File: src/rtl/nibble_serial_adder_pkg.sv
// Shared definitions for the nibble-serial adder: nibble width, FSM states
// and the nibble-index width helper.
// Optional feature macro: NSA_OVERFLOW_EN (adds the ovf output).
package nibble_serial_adder_pkg;

    localparam int unsigned NIBBLE_W = 4;

    typedef enum logic [1:0] {
        ST_IDLE = 2'd0,
        ST_RUN  = 2'd1,
        ST_DONE = 2'd2
    } state_t;

    // Width of the nibble index: clog2(nib), never less than one bit.
    function automatic int unsigned idx_width(input int unsigned nib);
        return (nib > 1) ? $clog2(nib) : 1;
    endfunction

endpackage

File: src/rtl/nibble_serial_adder_if.sv
// Operand/result handshake bundle for the nibble-serial adder.
// Optional feature macro: NSA_OVERFLOW_EN (adds the ovf signal).
interface nibble_serial_adder_if #(
    parameter int unsigned WIDTH = 16
);
    logic             in_valid;
    logic             in_ready;
    logic [WIDTH-1:0] a;
    logic [WIDTH-1:0] b;
    logic             c_in;
    logic             out_valid;
    logic             out_ready;
    logic [WIDTH-1:0] sum;
    logic             c_out;
    logic             busy;
`ifdef NSA_OVERFLOW_EN
    logic             ovf;

    modport master (
        output in_valid, a, b, c_in, out_ready,
        input  in_ready, out_valid, sum, c_out, busy, ovf
    );

    modport slave (
        input  in_valid, a, b, c_in, out_ready,
        output in_ready, out_valid, sum, c_out, busy, ovf
    );
`else
    modport master (
        output in_valid, a, b, c_in, out_ready,
        input  in_ready, out_valid, sum, c_out, busy
    );

    modport slave (
        input  in_valid, a, b, c_in, out_ready,
        output in_ready, out_valid, sum, c_out, busy
    );
`endif
endinterface

File: src/rtl/nibble_serial_adder_cla_nibble.sv
// Purely combinational 4-bit carry-lookahead slice. c3 is the carry into
// bit 3, exposed so the top can derive signed overflow on the MSB nibble.
module cla_nibble (
    input  logic [3:0] a,
    input  logic [3:0] b,
    input  logic       cin,
    output logic [3:0] s,
    output logic       cout,
    output logic       c3
);
    logic [3:0] g;
    logic [3:0] p;
    logic       c1;
    logic       c2;

    // Generate/propagate terms and flattened lookahead carries.
    always_comb begin
        g  = a & b;
        p  = a ^ b;
        c1 = g[0] | (p[0] & cin);
        c2 = g[1] | (p[1] & g[0]) | (p[1] & p[0] & cin);
        c3 = g[2] | (p[2] & g[1]) | (p[2] & p[1] & g[0])
           | (p[2] & p[1] & p[0] & cin);
        cout = g[3] | (p[3] & g[2]) | (p[3] & p[2] & g[1])
             | (p[3] & p[2] & p[1] & g[0])
             | (p[3] & p[2] & p[1] & p[0] & cin);
        s = p ^ {c3, c2, c1, cin};
    end

endmodule

File: src/rtl/nibble_serial_adder.sv
// Multi-cycle WIDTH-bit adder reusing one 4-bit CLA slice: one nibble per
// cycle, carry held in a register, result returned over valid/ready.
// Optional feature macro: NSA_OVERFLOW_EN (registered two's-complement ovf).
module nibble_serial_adder
    import nibble_serial_adder_pkg::*;
#(
    parameter int unsigned WIDTH = 16
) (
    input  logic                  clk,
    input  logic                  rst_n,
    nibble_serial_adder_if.slave  bus
);
    localparam int unsigned NIB   = WIDTH / NIBBLE_W;
    localparam int unsigned IDX_W = idx_width(NIB);
    localparam logic [IDX_W-1:0] IDX_LAST = IDX_W'(NIB - 1);

    state_t               state;
    logic [WIDTH-1:0]     a_reg;
    logic [WIDTH-1:0]     b_reg;
    logic [WIDTH-1:0]     sum_reg;
    logic                 carry_reg;
    logic [IDX_W-1:0]     idx;
    logic                 in_ready_r;
    logic                 out_valid_r;
    logic                 busy_r;
    logic                 c_out_r;

    logic [NIBBLE_W-1:0]  slice_a;
    logic [NIBBLE_W-1:0]  slice_b;
    logic [NIBBLE_W-1:0]  slice_s;
    logic                 slice_cout;
    logic                 slice_c3;

    assign slice_a = a_reg[NIBBLE_W*idx +: NIBBLE_W];
    assign slice_b = b_reg[NIBBLE_W*idx +: NIBBLE_W];

    cla_nibble u_cla (
        .a    (slice_a),
        .b    (slice_b),
        .cin  (carry_reg),
        .s    (slice_s),
        .cout (slice_cout),
        .c3   (slice_c3)
    );

`ifdef NSA_OVERFLOW_EN
    logic ovf_r;

    // Overflow captured on the last RUN cycle from the MSB slice carries.
    always_ff @(posedge clk or negedge rst_n) begin
        if (!rst_n) begin
            ovf_r <= 1'b0;
        end else if (state == ST_IDLE && bus.in_valid) begin
            ovf_r <= 1'b0;
        end else if (state == ST_RUN && idx == IDX_LAST) begin
            ovf_r <= slice_c3 ^ slice_cout;
        end
    end

    assign bus.ovf = ovf_r;
`else
    logic unused_c3;
    assign unused_c3 = slice_c3;
`endif

    // Sequencer: accept operands, step one nibble per cycle, hold result.
    always_ff @(posedge clk or negedge rst_n) begin
        if (!rst_n) begin
            state       <= ST_IDLE;
            a_reg       <= '0;
            b_reg       <= '0;
            sum_reg     <= '0;
            carry_reg   <= 1'b0;
            idx         <= '0;
            in_ready_r  <= 1'b1;
            out_valid_r <= 1'b0;
            busy_r      <= 1'b0;
            c_out_r     <= 1'b0;
        end else begin
            case (state)
                ST_IDLE: begin
                    if (bus.in_valid) begin
                        a_reg      <= bus.a;
                        b_reg      <= bus.b;
                        carry_reg  <= bus.c_in;
                        idx        <= '0;
                        sum_reg    <= '0;
                        c_out_r    <= 1'b0;
                        in_ready_r <= 1'b0;
                        busy_r     <= 1'b1;
                        state      <= ST_RUN;
                    end
                end
                ST_RUN: begin
                    sum_reg[NIBBLE_W*idx +: NIBBLE_W] <= slice_s;
                    carry_reg <= slice_cout;
                    if (idx == IDX_LAST) begin
                        c_out_r     <= slice_cout;
                        out_valid_r <= 1'b1;
                        state       <= ST_DONE;
                    end else begin
                        idx <= idx + 1'b1;
                    end
                end
                ST_DONE: begin
                    if (bus.out_ready) begin
                        out_valid_r <= 1'b0;
                        in_ready_r  <= 1'b1;
                        busy_r      <= 1'b0;
                        state       <= ST_IDLE;
                    end
                end
                default: begin
                    state <= ST_IDLE;
                end
            endcase
        end
    end

    assign bus.in_ready  = in_ready_r;
    assign bus.out_valid = out_valid_r;
    assign bus.busy      = busy_r;
    assign bus.sum       = sum_reg;
    assign bus.c_out     = c_out_r;

endmodule
File: src/flat_wrapper.sv
// flat-port wrapper written by rule: the top's interface ports become plain ports
module nibble_serial_adder_flat import nibble_serial_adder_pkg::*;
#(
    parameter int unsigned WIDTH = 16
)
  (clk, rst_n, bus_in_valid, bus_a, bus_b, bus_c_in, bus_out_ready, bus_in_ready, bus_out_valid, bus_sum, bus_c_out, bus_busy);
  nibble_serial_adder_if #(.WIDTH(WIDTH)) bus_i ();
  input  logic clk;
  input  logic rst_n;
  input wire logic [$bits(bus_i.in_valid)-1:0] bus_in_valid;
  input wire logic [$bits(bus_i.a)-1:0] bus_a;
  input wire logic [$bits(bus_i.b)-1:0] bus_b;
  input wire logic [$bits(bus_i.c_in)-1:0] bus_c_in;
  input wire logic [$bits(bus_i.out_ready)-1:0] bus_out_ready;
  output wire logic [$bits(bus_i.in_ready)-1:0] bus_in_ready;
  output wire logic [$bits(bus_i.out_valid)-1:0] bus_out_valid;
  output wire logic [$bits(bus_i.sum)-1:0] bus_sum;
  output wire logic [$bits(bus_i.c_out)-1:0] bus_c_out;
  output wire logic [$bits(bus_i.busy)-1:0] bus_busy;
  assign bus_i.in_valid = bus_in_valid;
  assign bus_i.a = bus_a;
  assign bus_i.b = bus_b;
  assign bus_i.c_in = bus_c_in;
  assign bus_i.out_ready = bus_out_ready;
  assign bus_in_ready = bus_i.in_ready;
  assign bus_out_valid = bus_i.out_valid;
  assign bus_sum = bus_i.sum;
  assign bus_c_out = bus_i.c_out;
  assign bus_busy = bus_i.busy;
  nibble_serial_adder #(.WIDTH(WIDTH)) u_core (.clk(clk), .rst_n(rst_n), .bus(bus_i));
endmodule
File: config.mk
export PLATFORM = sky130hd
export DESIGN_NAME = nibble_serial_adder_flat
export DESIGN_NICKNAME = d
export VERILOG_FILES = /design/src/rtl/nibble_serial_adder_pkg.sv /design/src/rtl/nibble_serial_adder_if.sv /design/src/rtl/nibble_serial_adder_cla_nibble.sv /design/src/rtl/nibble_serial_adder.sv /design/src/flat_wrapper.sv
export SDC_FILE = /design/constraint.sdc
export NUM_CORES = 1
export LEC_CHECK = 0
export BUFFER_PORTS_ARGS = -buffer_cell sky130_fd_sc_hd__buf_2
export CAP_MARGIN = 10
export CORE_MARGIN = 2
export CORE_UTILIZATION = 54
export DETAILED_ROUTE_END_ITERATION = 10
export PLACE_DENSITY = 0.89
export SETUP_SLACK_MARGIN = 0.05
export SLEW_MARGIN = 15
export SYNTH_ARGS = -nofsm -noshare
export SYNTH_HDL_FRONTEND = slang
export SYNTH_HIERARCHICAL = 1
export SYNTH_SLANG_ARGS = --single-unit
File: constraint.sdc
create_clock -name clk -period 2.9 [get_ports clk]
set_clock_uncertainty 0.1 [all_clocks]
set_input_delay 0.58 -clock clk [delete_from_list [all_inputs] [get_ports clk]]
set_output_delay 0.58 -clock clk [all_outputs]
set_load 0.02 [all_outputs]
== Yosys cells after proc, flatten, opt, wreduce, memory -nomap -nowiden ==
Index checks and enable logic that the tools add are counted.
Widths: inputs -> output; s select.
Cells by class
  bitwise gates (word level): 29
  mux-type cells: 22
  shift operators: 4
  $add $sub $neg: 2
  reductions and logical operators: 11
  equal/unequal tests: 7
Operators with widths (count)
  $neg 4->34: 1
  $shift 4x34->16 const A: 1
  $shiftx 4x34->16: 1
  $pmux 16 s2: 1
  $shiftx 16x5->4: 2
  $and 1x1->1: 16
  $bwmux 16: 1
  $mux 16: 1
  $reduce_and 3->1: 5
  $mux 2: 5
  $or 1x1->1: 10
  $pmux 1 s2: 5
  $xor 4x4->4: 2
  $mux 1: 7
  $ne 2x2->1 const B: 3
  $pmux 2 s3: 1
  $reduce_bool 2->1: 3
  $and 4x4->4: 1
  $eq 2x2->1 const B: 2
  $pmux 2 s2: 1
  $reduce_and 2->1: 2
  $add 2x1->2 const B: 1
  $eq 2x1->1 const B: 1
  $logic_not 2->1: 1
  $ne 2x1->1 const B: 1
Word-level totals
  input port bits: 37
  output and inout port bits: 20
  register bits after elaboration: 57
  logic and storage cells: 85

== Logic depth before layout (Yosys ltp) ==
Gate-level depths: netlist (run 1).
  depth in word-level cells: 10
  depth in mapped cells: 9
  mapped depth without buffers: 7

== Modules after synthesis ==
Netlist (run 1), hierarchy kept.
Modules (own cells, without submodules)
  nibble_serial_adder: seq. area each 1427.6 um^2, cells an instance 179, times used 1, area an instance 2527.4 um^2
  cla_nibble: seq. area each 0.0 um^2, cells an instance 18, times used 1, area an instance 155.1 um^2

== Least setup slack after synthesis (run 1) ==
No wires, ideal clock.
  path kind: flip-flop to flip-flop
  start point: register u_core.idx[0]
  end point: register u_core.sum_reg[3], in the netlist u_core/bus.sum[3]
  clock period less this slack: 2549 ps
  stages on the path, launching flop included: 9
  path buffers: 2
  arrival: 2328 ps
  required time: 2679 ps
  setup time: 121 ps
  setup slack: 351 ps
  cell sequence: dfrtp_1 -> clkbuf_2 -> buf_4 -> mux4_2 -> ha_1 -> a211oi_2 -> o21bai_2 -> xor2_1 -> a22o_1
On the way
  elaborated cells between the ends (all ways): 25
  those cells by class: add/sub: 1; shift: 4; mux: 2; bitwise: 18
RTL lines
  start: declaration: line nibble_serial_adder.sv:22  | logic [IDX_W-1:0] idx;
  start signal: assignment: line nibble_serial_adder.sv:102  | idx <= idx + 1'b1;
  $shiftx 16x5->4 *: line nibble_serial_adder.sv:34  | assign slice_a = a_reg[NIBBLE_W*idx +: NIBBLE_W];
  named net u_core.slice_a[0]: line nibble_serial_adder.sv:28  | logic [NIBBLE_W-1:0] slice_a;
  $and 4x4->4 or $xor 4x4->4 (tied branches): line nibble_serial_adder_cla_nibble.sv:18, nibble_serial_adder_cla_nibble.sv:19
  $and 1x1->1, on equally long branches: line nibble_serial_adder_cla_nibble.sv:22, nibble_serial_adder_cla_nibble.sv:23
  $or 1x1->1 or $and 1x1->1 (tied branches): line nibble_serial_adder_cla_nibble.sv:22, nibble_serial_adder_cla_nibble.sv:23
  $or 1x1->1 *: line nibble_serial_adder_cla_nibble.sv:23  | | (p[2] & p[1] & p[0] & cin);
  named net u_core.slice_c3: line nibble_serial_adder.sv:32  | logic slice_c3;
  $xor 4x4->4 *: line nibble_serial_adder_cla_nibble.sv:27  | s = p ^ {c3, c2, c1, cin};
  named net u_core.slice_s[3]: line nibble_serial_adder.sv:30  | logic [NIBBLE_W-1:0] slice_s;
  $shiftx 4x34->16 *: line nibble_serial_adder.sv:95  | sum_reg[NIBBLE_W*idx +: NIBBLE_W] <= slice_s;
  $bwmux 16 *: line nibble_serial_adder.sv:95
  $pmux 16 s2 *: line nibble_serial_adder.sv:80  | case (state)
  end signal: indexed assignment: line nibble_serial_adder.sv:95
  end: declaration: line nibble_serial_adder.sv:20  | logic [WIDTH-1:0] sum_reg;
The timed path passes the listed nets; every way through them passes the cells marked *.
A chain may end at the register's enable or synchronous reset.

== Worst setup path after layout (run 1) ==
  start point: register u_core.idx[0]
  end point: register u_core.sum_reg[3], in the netlist u_core/bus.sum[3]
On the way
  cells in the longest elaborated chain, start to end: 10
  elaborated cells between the ends (all ways): 25
  those cells by class: add/sub: 1; shift: 4; mux: 2; bitwise: 18
RTL lines
  $shiftx 16x5->4 *: line nibble_serial_adder.sv:34
  named net u_core.slice_a[1]: line nibble_serial_adder.sv:28
  $and 4x4->4 or $xor 4x4->4 (tied branches): line nibble_serial_adder_cla_nibble.sv:18, nibble_serial_adder_cla_nibble.sv:19
  $and 1x1->1, on equally long branches: line nibble_serial_adder_cla_nibble.sv:22, nibble_serial_adder_cla_nibble.sv:23
  $or 1x1->1, or another cell as far along: line nibble_serial_adder_cla_nibble.sv:22  | c3 = g[2] | (p[2] & g[1]) | (p[2] & p[1] & g[0])
  $or 1x1->1 or $and 1x1->1 (tied branches): line nibble_serial_adder_cla_nibble.sv:22, nibble_serial_adder_cla_nibble.sv:23
  $or 1x1->1 *: line nibble_serial_adder_cla_nibble.sv:23
  named net u_core.slice_c3: line nibble_serial_adder.sv:32
  $xor 4x4->4 *: line nibble_serial_adder_cla_nibble.sv:27
  named net u_core.slice_s[3]: line nibble_serial_adder.sv:30
  $shiftx 4x34->16 *: line nibble_serial_adder.sv:95
  $bwmux 16 *: line nibble_serial_adder.sv:95
  $pmux 16 s2 *: line nibble_serial_adder.sv:80
Marks and branches as above.

==> summary.txt, run 1 <==
Run status
  • Status: finished clean

Floorplanning
  • Core area: 4755 um^2
  • Die area: 5547 um^2
  • Initial Util: 56.42%
  • Ports: 57
  • DIE WIDTH: 74.48 um
  • Site Rows: 25
  • Die Span Y: 74.48 um

Synthesis
  • Syn Nets: 245
  • Yosys cell types: 35
  • Cell Area, Synth: 2683 um^2
  • Share of flip-flops with an asynchronous set or reset: 100.0%
  • Yosys reg bits: 57
  • Synth Warn #: 6
  • Top FF cell, synth: dfrtp_1
  • Post-synthesis sequential area ratio: 53.22%
  • Mean post-synth cell area: 13.62 um^2
  • Gate Count Post-Synth: 197
  • Post-synth EDFFs: 0

CTS
  • H-tree depth: 3
  • Sink Count: 57
  • # Post-CTS Setup Buffers: 0
  • CTS Root Buffer Type: clkbuf_8
  • Reg clk slew, reported paths: 0.06 ns
  • Max Buffers Root-to-Sink: 2
  • CTS buffer count: 9
  • Post-CTS Hold Fix Bufs: 0
  • CTS tree: yes
  • Clk_lat worst skew: 0.34 ns
  • Cts repair resizes: 0

Place
  • GP Congestion: 0.8019
  • Input/output buffers: 56
  • Hpwl dp: 3.873 mm

Pwr
  • Part of the power in registers: 33.6%
  • PD cells: 1302 nW/um^2
  • Net Sw Frac: 40.13%
  • Lkg Pwr: 1.563 nW
  • Clock power share: 16.8%
  • Switching pwr: 1.691 mW
  • Max IR drop VDD: 719.1 uV
  • Comb power frac: 49.6%
  • Power Internal: 2.522 mW

Critical path
  • Crit path DAT: 2.76 ns
  • Worst setup path class: flip-flop to flip-flop
  • Worst setup SP type: flip-flop
  • Req. time, crit path: 3.08 ns
  • Buf+Inv Stages, Crit Path: 1
  • Crit path cell chain: buf_4, mux4_2, ha_1, o21ai_0, o21bai_2, xor2_1, a22o_1
  • Crit Path Max Fanout: 7
  • CP peak stage delay: 0.50 ns
  • Crit-path leading delay family: compound AO/OA/AOI/OAI gates
  • Slowest-stage cell, CP: dfrtp_1
  • Endpoint class of the critical path: flip-flop

Global routing
  • Initial antenna violation count: 0
  • Vias in the first global route: 1855
  • First-pass GRT wire length: 8.832 mm
  • Aggregate global-route resource usage: 21.89%
  • Largest net degree at the start of global routing: 58
  • Remaining global-route overflow: 0

STA
  • Crit share post-route: 88.97%
  • Setup TNS: 0 ns
  • Max-Slew Margin vs Limit: 53.50%
  • Fin crit period: 2.580 ns
  • Number of hold violations in the final report: 0
  • Final setup fails: 0
  • Max Fclk: 387.6 MHz
  • Measured slew at the worst slew-check pin: 0.6975 ns
  • Final Max Tran Viols: 0
  • RSZ-0062 raised after global routing: false

Layout
  • Most frequent cells in the layout: buf_2, dfrtp_1, mux2_2, a22o_1, clkbuf_8
  • Final layout net count: 310
  • Share of layout cells above drive strength 1: 45.32%
  • Fillers: 376
  • # diodes: 0
  • Area Growth Syn to Fin: 20.62%
  • Post-layout util: 68.05%

Drt
  • Post-Route WL: 5.340 mm
  • DR pass1 iterations: 4
  • Routed WL per cell: 15.99 um
  • # DRC: 0
  • Final ANT Viol Nets: 0
  • Via-per-instance ratio: 5.410
  • Iter 0 DRT Violations: 97
  • Via count: 1807

Worst hold path
  • Worst hold path class: primary input to async pin

Run
  • MaxCap Viol Count: 0
[path summary, 6_finish.rpt]
path,from,endpoint,slack [ns],cells after the start
min,rst_n,u_core/bus.busy,0.26,2
max,u_core/idx[0],u_core/bus.sum[3],0.32,7
max reg2reg,u_core/idx[0],u_core/bus.sum[3],0.32,7
min in group clk,bus_out_ready,u_core/state[1],0.35,2
min reg2reg,u_core/bus.sum[1],u_core/bus.sum[1],0.39,1
max in group asynchronous,rst_n,u_core/a_reg[13],1.97,2
[power groups by stage]
| stage | Clock, mW | Combinational [mW] | Sequential [mW] |
|---|---|---|---|
| 4_1_cts | 0.720 | 2.11 | 1.42 |
| 3_5_place_dp | 0 | 2.09 | 1.43 |
| 6_report | 0.706 | 2.09 | 1.42 |
| 5_1_grt | 0.759 | 2.29 | 1.47 |
| 3_3_place_gp | 0 | 2.00 | 1.41 |
| 2_1_floorplan | 0 | 1.55 | 1.40 |
[metal layers]
metal / global-route usage [%] / vias to the layer above / routed length [um] / part of all wire [%]
met5: 0 / - / 0 / 0
met4: 10.12 / 0 / 108 / 2.0
met3: 5.962 / 10 / 278 / 5.2
met2: 34.91 / 58 / 2564 / 48
met1: 28.02 / 881 / 2389 / 45
li1: - / 858 / - / -
[Yosys cell counts, types with 3 or more instances]
cell	instances	share of area (%)
ha_1	10	4.7
inv_1	10	1.4
o21ai_0	8	1.5
a21oi_1	7	1.3
buf_4	4	1.1
nand2b_1	3	0.70
dfrtp_1	56	52
a21o_1	5	1.4
nor2_1	4	0.56
mux4_2	8	6.7
nand2_1	9	1.3
mux2_2	30	13
a22o_1	15	4.9
[cells by family after synthesis]
family	Yosys count	share of synthesized area, %
AOI/OAI and AO/OA	43	11.66
xor gates and xnor gates	3	0.9797
adders and majority gates	11	5.410
buffers and inverters	18	3.218
DFF	57	53.22
muxes	40	20.15
and+or+nand+nor	25	5.364
[metrics by stage]
step                power, mW  setup slack, ns  area, um^2  std cells  hold WS, ns
finish                  4.213           0.3199        3236        334       0.2589
global route            4.512           0.1539        3236        334       0.3330
CTS                     4.245           0.3016        3236        334       0.2914
detailed placement      3.526           0.3200        3043        318       0.3870
global placement        3.419           0.4291        3043        318       0.3780
floorplan               2.948           0.3507        2683        197       0.1844
[area by class of cell]
cell class              count  area, um^2  area share [%]
well taps                  67       83.83           2.591
inverters                  10       37.54           1.160
repair buffers             62       325.3           10.05
multi-input cells         122        1169           36.12
clock buffers              14       182.7           5.646
clock inverters             2       10.01          0.3094
flip-flops and latches     57        1428           44.12
Power figures use the tool's default switching activity.
==> run 2: changes to the inputs <==
--- a/config.mk
+++ b/config.mk
@@ -5,12 +5,15 @@
 export SDC_FILE = /design/constraint.sdc
 export NUM_CORES = 1
 export LEC_CHECK = 0
+export ABC_AREA = 1
 export BUFFER_PORTS_ARGS = -buffer_cell sky130_fd_sc_hd__buf_2
 export CAP_MARGIN = 10
+export CELL_PAD_IN_SITES_DETAIL_PLACEMENT = 1
+export CELL_PAD_IN_SITES_GLOBAL_PLACEMENT = 1
 export CORE_MARGIN = 2
-export CORE_UTILIZATION = 54
+export CORE_UTILIZATION = 40
 export DETAILED_ROUTE_END_ITERATION = 10
-export PLACE_DENSITY = 0.89
+export PLACE_DENSITY = 0.9
 export SETUP_SLACK_MARGIN = 0.05
 export SLEW_MARGIN = 15
 export SYNTH_ARGS = -nofsm -noshare
==> run 2 against run 1 <==
  * Combinational power rose by 17%
  * Design area grew 5.3%
  * Utilization shrank 19 points
  * Flip-flop and latch count unchanged
  * Maximum frequency increased by 2.5%
  * Sequential share of layout area is 2.2 points lower
  * Clock power down 11%
  * Die area grew 43%
  * Critical path type unchanged
==> summary.txt, run 2 <==
STA
  • Max Fclk: 397.2 MHz (was 387.6 MHz)
  • Measured slew at the worst slew-check pin: 0.6990 ns (was 0.6975 ns)
  • Crit share post-route: 86.81% (was 88.97%)
  • Fin crit period: 2.518 ns (was 2.580 ns)
  • Min Hold Slack: 0.1803 ns (was 0.2589 ns)
  • RSZ-0062 raised after global routing: false (unchanged)
  • PnR worst setup slack: 0.3824 ns (was 0.3199 ns)
  • Max-Slew Margin vs Limit: 53.40% (was 53.50%)
  • Final Max Tran Viols: 0 (unchanged)
  • Number of hold violations in the final report: 0 (unchanged)
  • Setup TNS: 0 ns (unchanged)
  • Final setup fails: 0 (unchanged)

Global routing
  • Vias in the first global route: 2734 (was 1855)
  • Met1 Use GR: 26.81% (was 28.02%)
  • Aggregate global-route resource usage: 21.34% (was 21.89%)
  • First-pass GRT wire length: 12.77 mm (was 8.832 mm)
  • GRT met2 Usage: 36.36% (was 34.91%)
  • Largest net degree at the start of global routing: 43 (was 58)
  • Met3 usage: 3.693% (was 5.962%)
  • GR peak layer: met2 (unchanged)
  • Remaining global-route overflow: 0 (unchanged)
  • Initial antenna violation count: 0 (unchanged)

Critical path
  • Req. time, crit path: 3.08 ns (about the same)
  • Crit path from: u_core/idx[1] (was u_core/idx[0])
  • Crit Path Max Fanout: 17 (was 7)
  • Worst setup path class: flip-flop to flip-flop (unchanged)
  • Worst setup SP type: flip-flop (unchanged)
  • Reg2reg setup slack: 0.38 ns (was 0.32 ns)
  • R2R Path End: u_core/bus.sum[15] (was u_core/bus.sum[3])
  • Crit path DAT: 2.70 ns (was 2.76 ns)
  • Worst R2R Path Depth: 12 (was 7)
  • Endpoint class of the critical path: flip-flop (unchanged)
  • Reg-to-Reg Start: u_core/idx[1] (was u_core/idx[0])

Place
  • Place WS: 0.3579 ns (was 0.3200 ns)
  • Input/output buffers: 56 (unchanged)
  • Hpwl dp: 5.330 mm (was 3.873 mm)
  • GP Congestion: 0.8951 (was 0.8019)

Drt
  • DR pass1 iterations: 4 (unchanged)
  • Post-Route WL: 7.654 mm (was 5.340 mm)
  • Iter 0 DRT Violations: 81 (was 97)
  • Routed WL per cell: 14.47 um (was 15.99 um)
  • Via-per-instance ratio: 4.930 (was 5.410)
  • Via count: 2608 (was 1807)
  • Final ANT Viol Nets: 0 (unchanged)
  • # DRC: 0 (unchanged)

Synthesis
  • Post-synthesis sequential area ratio: 49.44% (was 53.22%)
  • Commonest cells in the netlist: nand2_1, dfrtp_1, nand3_1 (was dfrtp_1, mux2_2, a22o_1)
  • Count leader, synth: nand2_1 (was dfrtp_1)
  • Post-synth EDFFs: 0 (unchanged)
  • Area leader, netlist: dfrtp_1 (unchanged)
  • Mean post-synth cell area: 7.742 um^2 (was 13.62 um^2)
  • Syn Nets: 421 (was 245)
  • Synth Warn #: 6 (unchanged)
  • Share of flip-flops with an asynchronous set or reset: 100.0% (unchanged)
  • Gate Count Post-Synth: 373 (was 197)
  • Yosys reg bits: 57 (unchanged)
  • Top FF cell, synth: dfrtp_1 (unchanged)
  • Share of the synthesized area in the top cell type: 48.53% (was 52.24%)
  • Yosys cell types: 24 (was 35)
  • Top cells by area, synth: dfrtp_1, nand2_1, nand3_1, ha_1, nor2_1 (was dfrtp_1, mux2_2, mux4_2, a22o_1, ha_1)
  • Cell Area, Synth: 2888 um^2 (was 2683 um^2)

Layout
  • Area Growth Syn to Fin: 18.02% (was 20.62%)
  • Final layout net count: 477 (was 310)
  • # diodes: 0 (unchanged)
  • Most common cell after layout, fill and taps aside: nand2_1
  • Share of layout cells above drive strength 1: 19.17% (was 45.32%)
  • Most frequent cells in the layout: nand2_1, buf_2, dfrtp_1, nand3_1, nor2_1 (was buf_2, dfrtp_1, mux2_2, a22o_1, clkbuf_8)
  • Post-layout util: 49.35% (was 68.05%)

CTS
  • CTS tree: yes (unchanged)
  • Sink Count: 57 (unchanged)
  • Reg clk slew, reported paths: 0.07 ns (was 0.06 ns)
  • Clk_lat worst skew: 0.34 ns (about the same)
  • Max Buffers Root-to-Sink: 2 (unchanged)
  • Post-CTS Hold Fix Bufs: 0 (unchanged)
  • CTS buffer count: 9 (unchanged)
  • CTS Root Buffer Type: clkbuf_8 (unchanged)
  • H-tree depth: 3 (unchanged)

Floorplanning
  • Ports: 57 (unchanged)
  • Die area: 7915 um^2 (was 5547 um^2)
  • Site Rows: 30 (was 25)
  • Core area: 6907 um^2 (was 4755 um^2)
  • Initial Util: 41.81% (was 56.42%)
  • Die Span Y: 88.97 um (was 74.48 um)
  • DIE WIDTH: 88.97 um (was 74.48 um)

Pwr
  • Lkg Pwr: 1.950 nW (was 1.563 nW)
  • Power consumption: 4.472 mW (was 4.213 mW)
  • Max IR drop VDD: 498.4 uV (was 719.1 uV)
  • PD cells: 1312 nW/um^2 (was 1302 nW/um^2)

Run
  • MaxCap Viol Count: 0 (unchanged)

Run status
  • Status: finished clean (unchanged)

Worst hold path
  • Worst hold path class: primary input to async pin (unchanged)
[run 2: cell types whose count changed after synthesis, moves of 15 or more]
cell | previous run | this run
nor2_1 | 4 | 31
mux2_2 | 30 | 0
nand2_1 | 9 | 154
a22o_1 | 15 | 0
inv_1 | 10 | 28
nand3_1 | 0 | 33
[run 2: per-stage QoR]
stage	cell area [um^2]	cells
after detailed placement	3244	514
after CTS	3406	529
after floorplan	2888	373
after global placement	3244	514
final	3408	529
after global routing	3408	529
[run 2: worst max path at each step]
stage / to / slack, ns / cells after the start
6_report: u_core/bus.sum[15] / 0.38 / 12
5_1_grt: u_core/bus.sum[15] / 0.13 / 12
4_1_cts: u_core/bus.sum[5] / 0.28 / 14
3_5_place_dp: u_core/bus.sum[13] / 0.36 / 12
3_3_place_gp: u_core/bus.sum[15] / 0.42 / 13
2_1_floorplan: u_core/bus.sum[15] / 0.62 / 14
[run 2: where the power goes]
part	leakage (nW)	total, mW	switching, mW	internal (mW)
logic	1.14	2.44	1.64	0.805
clock network	0.0887	0.631	0.309	0.322
registers	0.723	1.40	0.245	1.15
[run 2: kinds of logic (layout without fill, tap and decap cells)]
logic type      count (synthesis)  in the layout  synth area share (%)
simple gates                  230            230                 32.58
compound gates                 28             28                 5.633
fa+ha+maj                      11             11                 5.026
xor+xnor                        1              1                0.3033
flops                          57             57                 49.44
buf+inv                        46            106                 7.019
[run 2: what timing repair did]
item,in CTS,in global routing
resized for setup,0,2
setup buffers,0,0
endpoints found under the hold margin,0,0
endpoints found under the setup margin,0,3
[run 2: layout make-up]
class	instances	area, um^2
timing repair buffer	60	322.8
inverter	31	118.9
clock inverter	4	20.02
sequential	57	1428
multi-input combinational	270	1257
fill	907	3498
tap	96	120.1
clock buffer	11	141.4
[run 2: layer usage]
layer	share of wire (%)	vias up
met1	46	1261
li1	-	1285
met2	49	49
met5	0	-
met4	1.9	0
met3	3.6	13
[run 2: worst max-delay path, cell delays in order (launching register included)]
cell and delay, ns:
dfrtp_1 0.70, nor2_1 0.14, o21ai_0 0.12, nand2_1 0.08, ha_1 0.37, or2_1 0.26, nand2_2 0.08, nand3_1 0.07
nand2_1 0.11, nand2_1 0.10, nor2_1 0.15, nand3_1 0.09, nand2_1 0.07
==> run 3: changes to the inputs <==
--- a/config.mk
+++ b/config.mk
@@ -14,7 +14,9 @@
 export CORE_UTILIZATION = 40
 export DETAILED_ROUTE_END_ITERATION = 10
 export PLACE_DENSITY = 0.9
+export REMOVE_ABC_BUFFERS = 1
 export SETUP_SLACK_MARGIN = 0.05
+export SKIP_CTS_REPAIR_TIMING = 1
 export SLEW_MARGIN = 15
 export SYNTH_ARGS = -nofsm -noshare
 export SYNTH_HDL_FRONTEND = slang
==> run 3 against run 2 <==
  * Hold slack better by 0.0017 ns
  * Maximum frequency down 3.2%
  * Utilization up 1.3 points
  * Via count down 0.35%
  * Combinational power about the same
  * Die area unchanged
  * Clock-buffer cell count down 1
  * Sequential power about the same
  * Non-clock buffer count up 1
  * First-iteration DRC count down 3.7%
  * Clock power up 44%
  * Critical path depth up 2
  * Critical path type unchanged
  * Largest cell class unchanged
  * Highest routed layer unchanged
==> summary.txt, run 3 (same netlist as run 2, synthesis figures left out) <==
STA
  • Final setup fails: 0 (unchanged)
  • Number of hold violations in the final report: 0 (unchanged)
  • Max Fclk: 384.5 MHz (was 397.2 MHz)
  • Setup TNS: 0 ns (unchanged)
  • Measured slew at the worst slew-check pin: 0.6806 ns (was 0.6990 ns)
  • PnR worst setup slack: 0.2992 ns (was 0.3824 ns)
  • Crit share post-route: 89.68% (was 86.81%)
  • Fin crit period: 2.601 ns (was 2.518 ns)
  • RSZ-0062 raised after global routing: false (unchanged)
  • Min Hold Slack: 0.1820 ns (was 0.1803 ns)
  • Final Max Tran Viols: 0 (unchanged)
  • Max-Slew Margin vs Limit: 54.63% (was 53.40%)

Drt
  • Via count: 2599 (was 2608)
  • Iter 0 DRT Violations: 78 (was 81)
  • Via-per-instance ratio: 4.895 (was 4.930)
  • DR pass1 iterations: 4 (unchanged)
  • Final ANT Viol Nets: 0 (unchanged)
  • # DRC: 0 (unchanged)
  • Routed WL per cell: 13.59 um (was 14.47 um)
  • Post-Route WL: 7.214 mm (was 7.654 mm)

Floorplanning
  • Ports: 57 (unchanged)
  • Core area: 6907 um^2 (unchanged)
  • Die area: 7915 um^2 (unchanged)
  • DIE WIDTH: 88.97 um (unchanged)
  • Initial Util: 41.81% (unchanged)
  • Die Span Y: 88.97 um (unchanged)
  • Site Rows: 30 (unchanged)

Layout
  • Final layout net count: 478 (was 477)
  • Most common cell after layout, fill and taps aside: nand2_1 (unchanged)
  • Finished Cell Area: 3495 um^2 (was 3408 um^2)
  • Share of layout cells above drive strength 1: 19.77% (was 19.17%)
  • Area Growth Syn to Fin: 21.01% (was 18.02%)
  • Most frequent cells in the layout: nand2_1, buf_2, dfrtp_1, nand3_1, nor2_1 (unchanged)
  • # diodes: 0 (unchanged)

Critical path
  • R2R Path End: u_core/bus.sum[15] (unchanged)
  • Setup crit end: u_core/bus.sum[15] (unchanged)
  • Worst setup path class: flip-flop to flip-flop (unchanged)
  • Endpoint class of the critical path: flip-flop (unchanged)
  • Worst R2R Path Depth: 14 (was 12)
  • Worst setup SP type: flip-flop (unchanged)
  • Crit Path Max Fanout: 25 (was 17)
  • Crit path DAT: 2.77 ns (was 2.70 ns)
  • Reg2reg setup slack: 0.30 ns (was 0.38 ns)
  • Req. time, crit path: 3.07 ns (was 3.08 ns)
  • Reg-to-Reg Start: u_core/idx[0] (was u_core/idx[1])
  • Crit path from: u_core/idx[0] (was u_core/idx[1])

Place
  • Place WS: 0.4673 ns (was 0.3579 ns)
  • Hpwl dp: 5.092 mm (was 5.330 mm)
  • Placed Area: 3252 um^2 (was 3244 um^2)
  • Input/output buffers: 56 (unchanged)
  • GP Congestion: 0.9057 (was 0.8951)

CTS
  • CTS tree: yes (unchanged)
  • H-tree depth: 3 (unchanged)
  • Reg clk slew, reported paths: 0.07 ns (about the same)
  • CTS Root Buffer Type: clkbuf_8 (unchanged)
  • Sink Count: 57 (unchanged)
  • Max Buffers Root-to-Sink: 2 (unchanged)
  • Clk_lat worst skew: 0.34 ns (about the same)
  • CTS buffer count: 9 (unchanged)

Global routing
  • Remaining global-route overflow: 0 (unchanged)
  • Initial antenna violation count: 0 (unchanged)
  • Largest net degree at the start of global routing: 43 (unchanged)
  • First-pass GRT wire length: 12.48 mm (was 12.77 mm)
  • Vias in the first global route: 2752 (was 2734)
  • Aggregate global-route resource usage: 20.48% (was 21.34%)

Run
  • MaxCap Viol Count: 0 (unchanged)

Worst hold path
  • Worst hold path class: primary input to async pin (unchanged)

Pwr
  • Lkg Pwr: 1.992 nW (was 1.950 nW)
  • PD cells: 1360 nW/um^2 (was 1312 nW/um^2)
  • Power consumption: 4.751 mW (was 4.472 mW)
  • Max IR drop VDD: 428.3 uV (was 498.4 uV)

Run status
  • Status: finished clean (unchanged)
run 3: cell type report:
| type | instances | area, um^2 |
|---|---|---|
| fill | 904 | 3412 |
| clock buffer | 10 | 137.6 |
| sequential | 57 | 1428 |
| inverter | 31 | 116.4 |
| timing repair buffer | 61 | 330.3 |
| tap | 96 | 120.1 |
| multi-input combinational | 270 | 1257 |
| clock inverter | 6 | 105.1 |
run 3: worst min path at each step:
stage,startpoint,to,slack [ns],cells after the start
4_1_cts,rst_n,u_core/bus.busy,0.19,1
3_3_place_gp,u_core/bus.in_ready,u_core/bus.in_ready,0.35,2
5_1_grt,rst_n,u_core/bus.busy,0.22,1
6_report,rst_n,u_core/bus.busy,0.18,1
2_1_floorplan,rst_n,u_core/a_reg[0],0.18,0
3_5_place_dp,u_core/bus.in_ready,u_core/bus.in_ready,0.35,2
run 3: through the flow:
stage                     std cells  utilization, %
after global placement          515           47.08
final                           531           50.60
after floorplan                 358               -
after detailed placement        515           47.08
after CTS                       531           50.60
after global routing            531           50.60
run 3: per-layer routing:
| layer | wire length, um | track usage [%] |
|---|---|---|
| met5 | 0 | 0 |
| met1 | 3298 | 24.53 |
| met4 | 56 | 4.885 |
| met2 | 3575 | 36.23 |
| met3 | 284 | 6.187 |
run 3: power breakdown:
group	internal, mW	switching [mW]	total, mW
logic	0.814	1.65	2.47
clock network	0.589	0.319	0.909
registers	1.15	0.224	1.38
run 3: critical path, cell delays in order (launching register included):
cell,delay (ns)
dfrtp_1,0.40
inv_2,0.32
nor2_1,0.11
nor2_1,0.15
o21ai_0,0.16
nand2_1,0.10
ha_1,0.27
or2_1,0.25
nand2_2,0.09
nand3_1,0.08
nand2_1,0.12
nand2_1,0.08
nor2_1,0.14
nand3_1,0.09
nand2_1,0.07
